File: config.mk
export PLATFORM = sky130hd
export DESIGN_NAME = led_flash_sched
export DESIGN_NICKNAME = d
export VERILOG_FILES = /design/src/rtl/led_sched_pkg.sv /design/src/rtl/led_phase_gen.sv /design/src/rtl/led_flash_sched.sv
export SDC_FILE = /design/constraint.sdc
export NUM_CORES = 1
export LEC_CHECK = 0
export ABC_CLOCK_PERIOD_IN_PS = 3500
export CORE_MARGIN = 10
export CORE_UTILIZATION = 30
export CTS_CLUSTER_SIZE = 16
export DETAILED_ROUTE_END_ITERATION = 8
export PLACE_DENSITY = 0.53
export SYNTH_ARGS = -nofsm -noshare
export SYNTH_HDL_FRONTEND = slang
export SYNTH_SLANG_ARGS = --single-unit
File: constraint.sdc
create_clock -name clk -period 3.5 [get_ports clk]
set_input_delay 0.525 -clock clk [delete_from_list [all_inputs] [get_ports clk]]
set_output_delay 0.525 -clock clk [all_outputs]
set_load 0.01 [all_outputs]
File: src/rtl/led_sched_pkg.sv
// Shared types and constants for the LED flash scheduler.
// State codes double as the externally visible mode value.
package led_sched_pkg;

  typedef enum logic [1:0] {
    S_IDLE     = 2'd0,
    S_ALARM    = 2'd1,
    S_CHIME    = 2'd2,
    S_SETBLINK = 2'd3
  } state_t;

  localparam logic [7:0] LED_ON  = 8'hFF;
  localparam logic [7:0] LED_OFF = 8'h00;

  localparam int HP_W = 9;  // half-period (tick) counter width
  localparam int FL_W = 5;  // flash count width

  // Number of chime flashes for a 24h hour value: hour mod 12, with 0 shown as 12.
  function automatic logic [FL_W-1:0] chime_count(input logic [4:0] hour);
    logic [4:0] r;
    r = hour % 5'd12;
    return (r == 5'd0) ? 5'd12 : r;
  endfunction

endpackage

File: src/rtl/led_phase_gen.sv
// Flash phase generator: forced on at restart, toggled on every 2 Hz tick.
// Latency 1 clk; no backpressure.
module led_phase_gen (
  input  logic clk,
  input  logic rst_n,
  input  logic restart,
  input  logic tick_2hz,
  output logic phase
);

  always_ff @(posedge clk or negedge rst_n) begin
    if (!rst_n) begin
      phase <= 1'b0;
    end else if (restart) begin
      phase <= 1'b1;
    end else if (tick_2hz) begin
      phase <= ~phase;
    end
  end

endmodule

File: src/rtl/led_flash_sched.sv
// Arbitrates alarm, hourly chime and time-set blinking onto one LED bank.
// led/mode update one clk after the request edge; requests are pulses, never stalled.
module led_flash_sched
  import led_sched_pkg::*;
#(
  parameter int ALARM_SECS = 60
) (
  input  logic       clk,
  input  logic       rst_n,
  input  logic       tick_2hz,
  input  logic       alarm_req,
  input  logic       alarm_ack,
  input  logic       chime_req,
  input  logic [4:0] chime_hour,
  input  logic       set_mode,
  output logic [7:0] led,
  output logic       busy,
  output logic [1:0] mode
);

  localparam logic [HP_W-1:0] ALARM_HP = HP_W'(2 * ALARM_SECS);

  state_t            state_q, state_d;
  logic [HP_W-1:0]   hp_q, hp_d;
  logic [FL_W-1:0]   fl_q, fl_d;
  logic              pend_q, pend_d;
  logic [7:0]        led_q;
  logic              phase, phase_d;
  logic              restart, rearm;
  logic              alarm_go, pend_now;
  logic [HP_W-1:0]   hp_inc, chime_hp;
  state_t            exit_to;

  // A coincident ack cancels a fresh alarm request.
  assign alarm_go = alarm_req & ~alarm_ack;
  assign hp_inc   = (hp_q == {HP_W{1'b1}}) ? hp_q : hp_q + 1'b1;
  assign chime_hp = {{(HP_W-FL_W-1){1'b0}}, fl_q, 1'b0};
  assign pend_now = pend_q | (chime_req & ((state_q == S_ALARM) | (state_q == S_SETBLINK)));
  assign exit_to  = pend_now ? S_CHIME : (set_mode ? S_SETBLINK : S_IDLE);

  always_comb begin
    state_d = state_q;
    hp_d    = hp_q;
    fl_d    = fl_q;
    pend_d  = pend_now;
    rearm   = 1'b0;
    restart = 1'b0;
    case (state_q)
      S_IDLE: begin
        if (alarm_go)                 state_d = S_ALARM;
        else if (chime_req || pend_q) state_d = S_CHIME;
        else if (set_mode)            state_d = S_SETBLINK;
      end
      S_ALARM: begin
        if (alarm_ack)      state_d = exit_to;
        else if (alarm_req) rearm   = 1'b1;
        else if (tick_2hz) begin
          if (hp_inc >= ALARM_HP) state_d = exit_to;
          else                    hp_d    = hp_inc;
        end
      end
      S_CHIME: begin
        if (alarm_go) state_d = S_ALARM;
        else if (tick_2hz) begin
          if (hp_inc >= chime_hp) state_d = exit_to;
          else                    hp_d    = hp_inc;
        end
      end
      S_SETBLINK: begin
        if (alarm_go)       state_d = S_ALARM;
        else if (!set_mode) state_d = S_IDLE;
      end
      default: state_d = S_IDLE;
    endcase

    // Entry edge: the tick on this edge is not counted.
    restart = (state_d != S_IDLE) && ((state_d != state_q) || rearm);
    if (restart || (state_d == S_IDLE)) hp_d = '0;
    if (restart && (state_d == S_CHIME)) begin
      fl_d   = chime_count(chime_hour);
      pend_d = 1'b0;
    end
  end

  // Mirrors the phase register's next value so led lands on the same edge.
  assign phase_d = restart ? 1'b1 : (tick_2hz ? ~phase : phase);

  led_phase_gen u_phase (
    .clk      (clk),
    .rst_n    (rst_n),
    .restart  (restart),
    .tick_2hz (tick_2hz),
    .phase    (phase)
  );

  always_ff @(posedge clk or negedge rst_n) begin
    if (!rst_n) begin
      state_q <= S_IDLE;
      hp_q    <= '0;
      fl_q    <= '0;
      pend_q  <= 1'b0;
      led_q   <= LED_OFF;
    end else begin
      state_q <= state_d;
      hp_q    <= hp_d;
      fl_q    <= fl_d;
      pend_q  <= pend_d;
      led_q   <= ((state_d != S_IDLE) && phase_d) ? LED_ON : LED_OFF;
    end
  end

  assign led  = led_q;
  assign busy = (state_q != S_IDLE);
  assign mode = state_q;

endmodule
==> impl_results.md, run 1 <==
- Final Max Tran Viols: 0
- Status: finished, final reports clean
- Num rows: 26
- Psw: ~0.55 mW
- Tightest Pin Transition: between 0.8 and 0.9 ns
- Total CTS buffers: 3
- First-pass GRT wire length: roughly 7300 um
- Most frequent cells in the layout: clkdlybuf4s50_1, dfrtp_1, buf_4
- Arr. time, crit path: 3.46 ns
- Vias in the first global route: between 1500 and 2000
- Drt first-iter violations: 117
- Buffers on Ports: 22
- GRT overflow: 0
- Clock Pin Slew Worst Setup and Hold Paths: 0.08 ns
- CTS sink cnt: 19
- Post-synth top flop: dfrtp_1
- Detailed placement HPWL: approximately 3300 um
- Via count: about 1500
- CP bufs+invs: 0
- Clk_skew: 0.002567 ns
- Post-synthesis net count: between 200 and 250
- Overall Power: roughly 1.3 mW
- Placed cell areas: 1932 sq um
- Final worst-path cycle share: 0.9440
- Ratio of total power to cell area: approximately 630 nW/um^2
- Comb power frac: 0.603
- RR Startpoint: hp_q[0]
- Commonest non-fill, non-tap cell in the layout: clkdlybuf4s50_1
- Clock power share: 0.127
- Max_cap viols: 0
- Clk Latency, worst-skew pair: 0.26 ns
- Reg2reg end: fl_q[0]
- Finished Layout Cells: 291
- Slowest-stage cell, CP: dfrtp_1
- Synth Instances: around 190
- R2R depth: 14
- Post-DRT Antenna Nets: 0
- Maximum clock insertion buffer count: 2
- Design Area, Final: ~2000 sq um
- I/O pin cnt: 23
- Setup crit end kind: flop
- Fraction of layout cells with a size suffix above 1: 0.2036
- Total Die Area: ~8800 sq um
- Final net count: 240
- Warnings from Yosys: 0
- Total track usage: 0.09995
- Initial Util: 0.3135
- H-Tree Depth: 1
- Final Hold Viols: 0
- Hold wc startpoint: fl_q[4]
- Post-DR vias/cell: 5.234
- Int Pwr: around 0.73 mW
- Initial antenna violation count: 0
- Setup Total Neg Slack: 0 ns
- Crit-path max cell delay: about 0.37 ns
- Post-synthesis sequential area ratio: 0.2914
- CTS Root Cell: clkbuf_8
- Drt pass-1 iters: 4
- Die H: around 94 um
- # fillers: 547
- Class of the worst hold path: reg2reg
- Hold path cells: 2
- Critical path launch point type: flop
- Max Clock Freq: roughly 0.3 GHz
- EDFF count, synth: 0
- Kind of critical path: reg2reg
- Register bit count reported by yosys: 19
- Gpl congestion: approximately 0.8
- Flop pwr share: 0.269
- Fin crit period: 3.304 ns
- Post-synthesis cell type count: slightly below 60
- Routed wire length: around 4400 um
- Largest cells by area after synthesis: dfrtp_1, ha_1, buf_4, nor2_1, a21oi_1
- Final setup fails: 0
- Cells along the critical path: ha_2, nand3_4, or3_4, nand3_1, o21a_1, ha_1, nor2b_1, o21bai_1, a21boi_2, o41ai_4, o311ai_4, a22oi_2, and2_4, mux2_4
- Async SR Flop Fraction: 1.000
- Core Area: roughly 5200 sq um
- Ant. Diodes: 0
- Crit path max fanout: 5
- Placed Instances: between 200 and 300
- Area growth, synth to finish: 25.00%
- VDD IR-drop max: about 450 uV
- Net Sw Frac: 0.4301
- Synthesized cell area: between 1500 and 2000 sq um
- Wire per inst: 15.14 um
- Leak pwr: 0.8280 nW
- Largest net degree at the start of global routing: 20
- Sink of the worst hold path: fl_q[4]
- CP Data Required Time: ~3.7 ns
- Post-synth top area share: 0.2914
- CTS tree: done
- Synth area leader: dfrtp_1
- Flop-to-flop setup slack: 0.20 ns
- Avg Inst Size Synth: about 8.5 sq um
- Max_slew headroom: 0.4146
- DRC: 0
- Top Family by Delay on Critical Path: compound AO/OA/AOI/OAI gates
- Die Wd: 93.75 um
## stage by stage
step | hold slack, ns | setup slack, ns | util
3_5_place_dp | 0.4892 | 0.1091 | 0.3712
4_1_cts | 0.5079 | 0.08264 | 0.3800
3_3_place_gp | 0.4954 | 0.1715 | 0.3712
2_1_floorplan | 0.2294 | 0.03661 | -
5_1_grt | 0.5215 | -0.02545 | 0.3918
6_report | 0.5034 | 0.1959 | 0.3918
## worst register-to-register path, stage by stage (launching register included)
cell	delay [ns]
dfrtp_1	0.37
ha_2	0.21
nand3_4	0.09
or3_4	0.36
nand3_1	0.09
o21a_1	0.14
ha_1	0.23
nor2b_1	0.13
o21bai_1	0.17
a21boi_2	0.11
o41ai_4	0.36
o311ai_4	0.12
a22oi_2	0.27
and2_4	0.23
mux2_4	0.29
## cell families (layout without fill, tap and decap cells)
logic type | Yosys count | after routing | share of synthesized area
AOI/OAI and AO/OA | 55 | 55 | 0.2508
xor gates and xnor gates | 6 | 6 | 0.03221
adders and majority gates | 6 | 6 | 0.04601
buffers and inverters | 24 | 54 | 0.09968
DFF | 19 | 19 | 0.2914
muxes | 2 | 2 | 0.01533
and+or+nand+nor | 79 | 79 | 0.2646
## power by group through the flow
| stage | sequential [mW] | clock [mW] | combinational, mW |
|---|---|---|---|
| floorplan | 0.326 | 0 | 0.537 |
| global placement | 0.349 | 0 | 0.735 |
| detailed placement | 0.350 | 0 | 0.726 |
| CTS | 0.346 | 0.167 | 0.736 |
| global route | 0.358 | 0.181 | 0.862 |
| finish | 0.347 | 0.164 | 0.776 |
## cell usage after synthesis (all sizes together) (3+ instances only)
cell	count
a211oi	3
inv	9
nand3	12
a21oi	13
o211ai	5
buf	14
nand2	17
or3	3
nand4	4
and2	3
nor3	6
xnor2	5
dfrtp	19
a21boi	4
ha	6
o41ai	3
a31oi	4
nor2	19
o21ai	7
## final cells by class
class / instances / area (sq um) / area share
inverter: 9 / 33.78 / 0.01656
clock inverter: 1 / 5.005 / 0.002454
tap: 70 / 87.58 / 0.04294
sequential: 19 / 475.5 / 0.2331
timing repair buffer: 41 / 362.8 / 0.1779
multi-input combinational: 148 / 1033 / 0.5067
clock buffer: 3 / 41.29 / 0.02025
## routing by layer
layer	routed length (um)	track usage	vias to the layer above	part of all wire
met5	0	0	-	0
met4	60	0.03418	0	0.014
met3	286	0.02798	5	0.065
met2	1975	0.1469	49	0.45
met1	2084	0.1358	712	0.47
li1	-	-	757	-
## worst max-delay path by stage
stage | startpoint | to | slack, ns | depth (start not counted)
global placement | hp_q[0] | fl_q[0] | 0.17 | 12
global route | hp_q[0] | fl_q[0] | -0.03 | 14
finish | hp_q[0] | fl_q[0] | 0.20 | 14
floorplan | hp_q[0] | fl_q[0] | 0.04 | 13
CTS | hp_q[0] | fl_q[0] | 0.08 | 12
detailed placement | hp_q[0] | fl_q[0] | 0.11 | 12
## flip-flops by register name, indices dropped and copies added (netlist names)
| register | cells |
|---|---|
| pend_q | 1 |
| fl_q | 5 |
| mode | 2 |
| led | 1 |
| u_phase.phase | 1 |
| hp_q | 9 |
## timing repair
| item | 4_1_cts | 5_1_grt |
|---|---|---|
| gates resized for setup | 0 | 5 |
| hold buffers | 0 | 0 |
| setup buffers | 0 | 5 |
| setup endpoints to repair | 0 | 12 |
| hold endpoints to repair | 0 | 0 |
No activity file was read; power rests on OpenSTA's default activity.
==> run 2, diff against run 1 <==
--- a/config.mk
+++ b/config.mk
@@ -11,6 +11,7 @@
 export CTS_CLUSTER_SIZE = 16
 export DETAILED_ROUTE_END_ITERATION = 8
 export PLACE_DENSITY = 0.53
+export SKIP_LAST_GASP = 1
 export SYNTH_ARGS = -nofsm -noshare
 export SYNTH_HDL_FRONTEND = slang
 export SYNTH_SLANG_ARGS = --single-unit
==> results of run 2 <==
The final DEF is identical to that of run 1; final timing and power are the same.
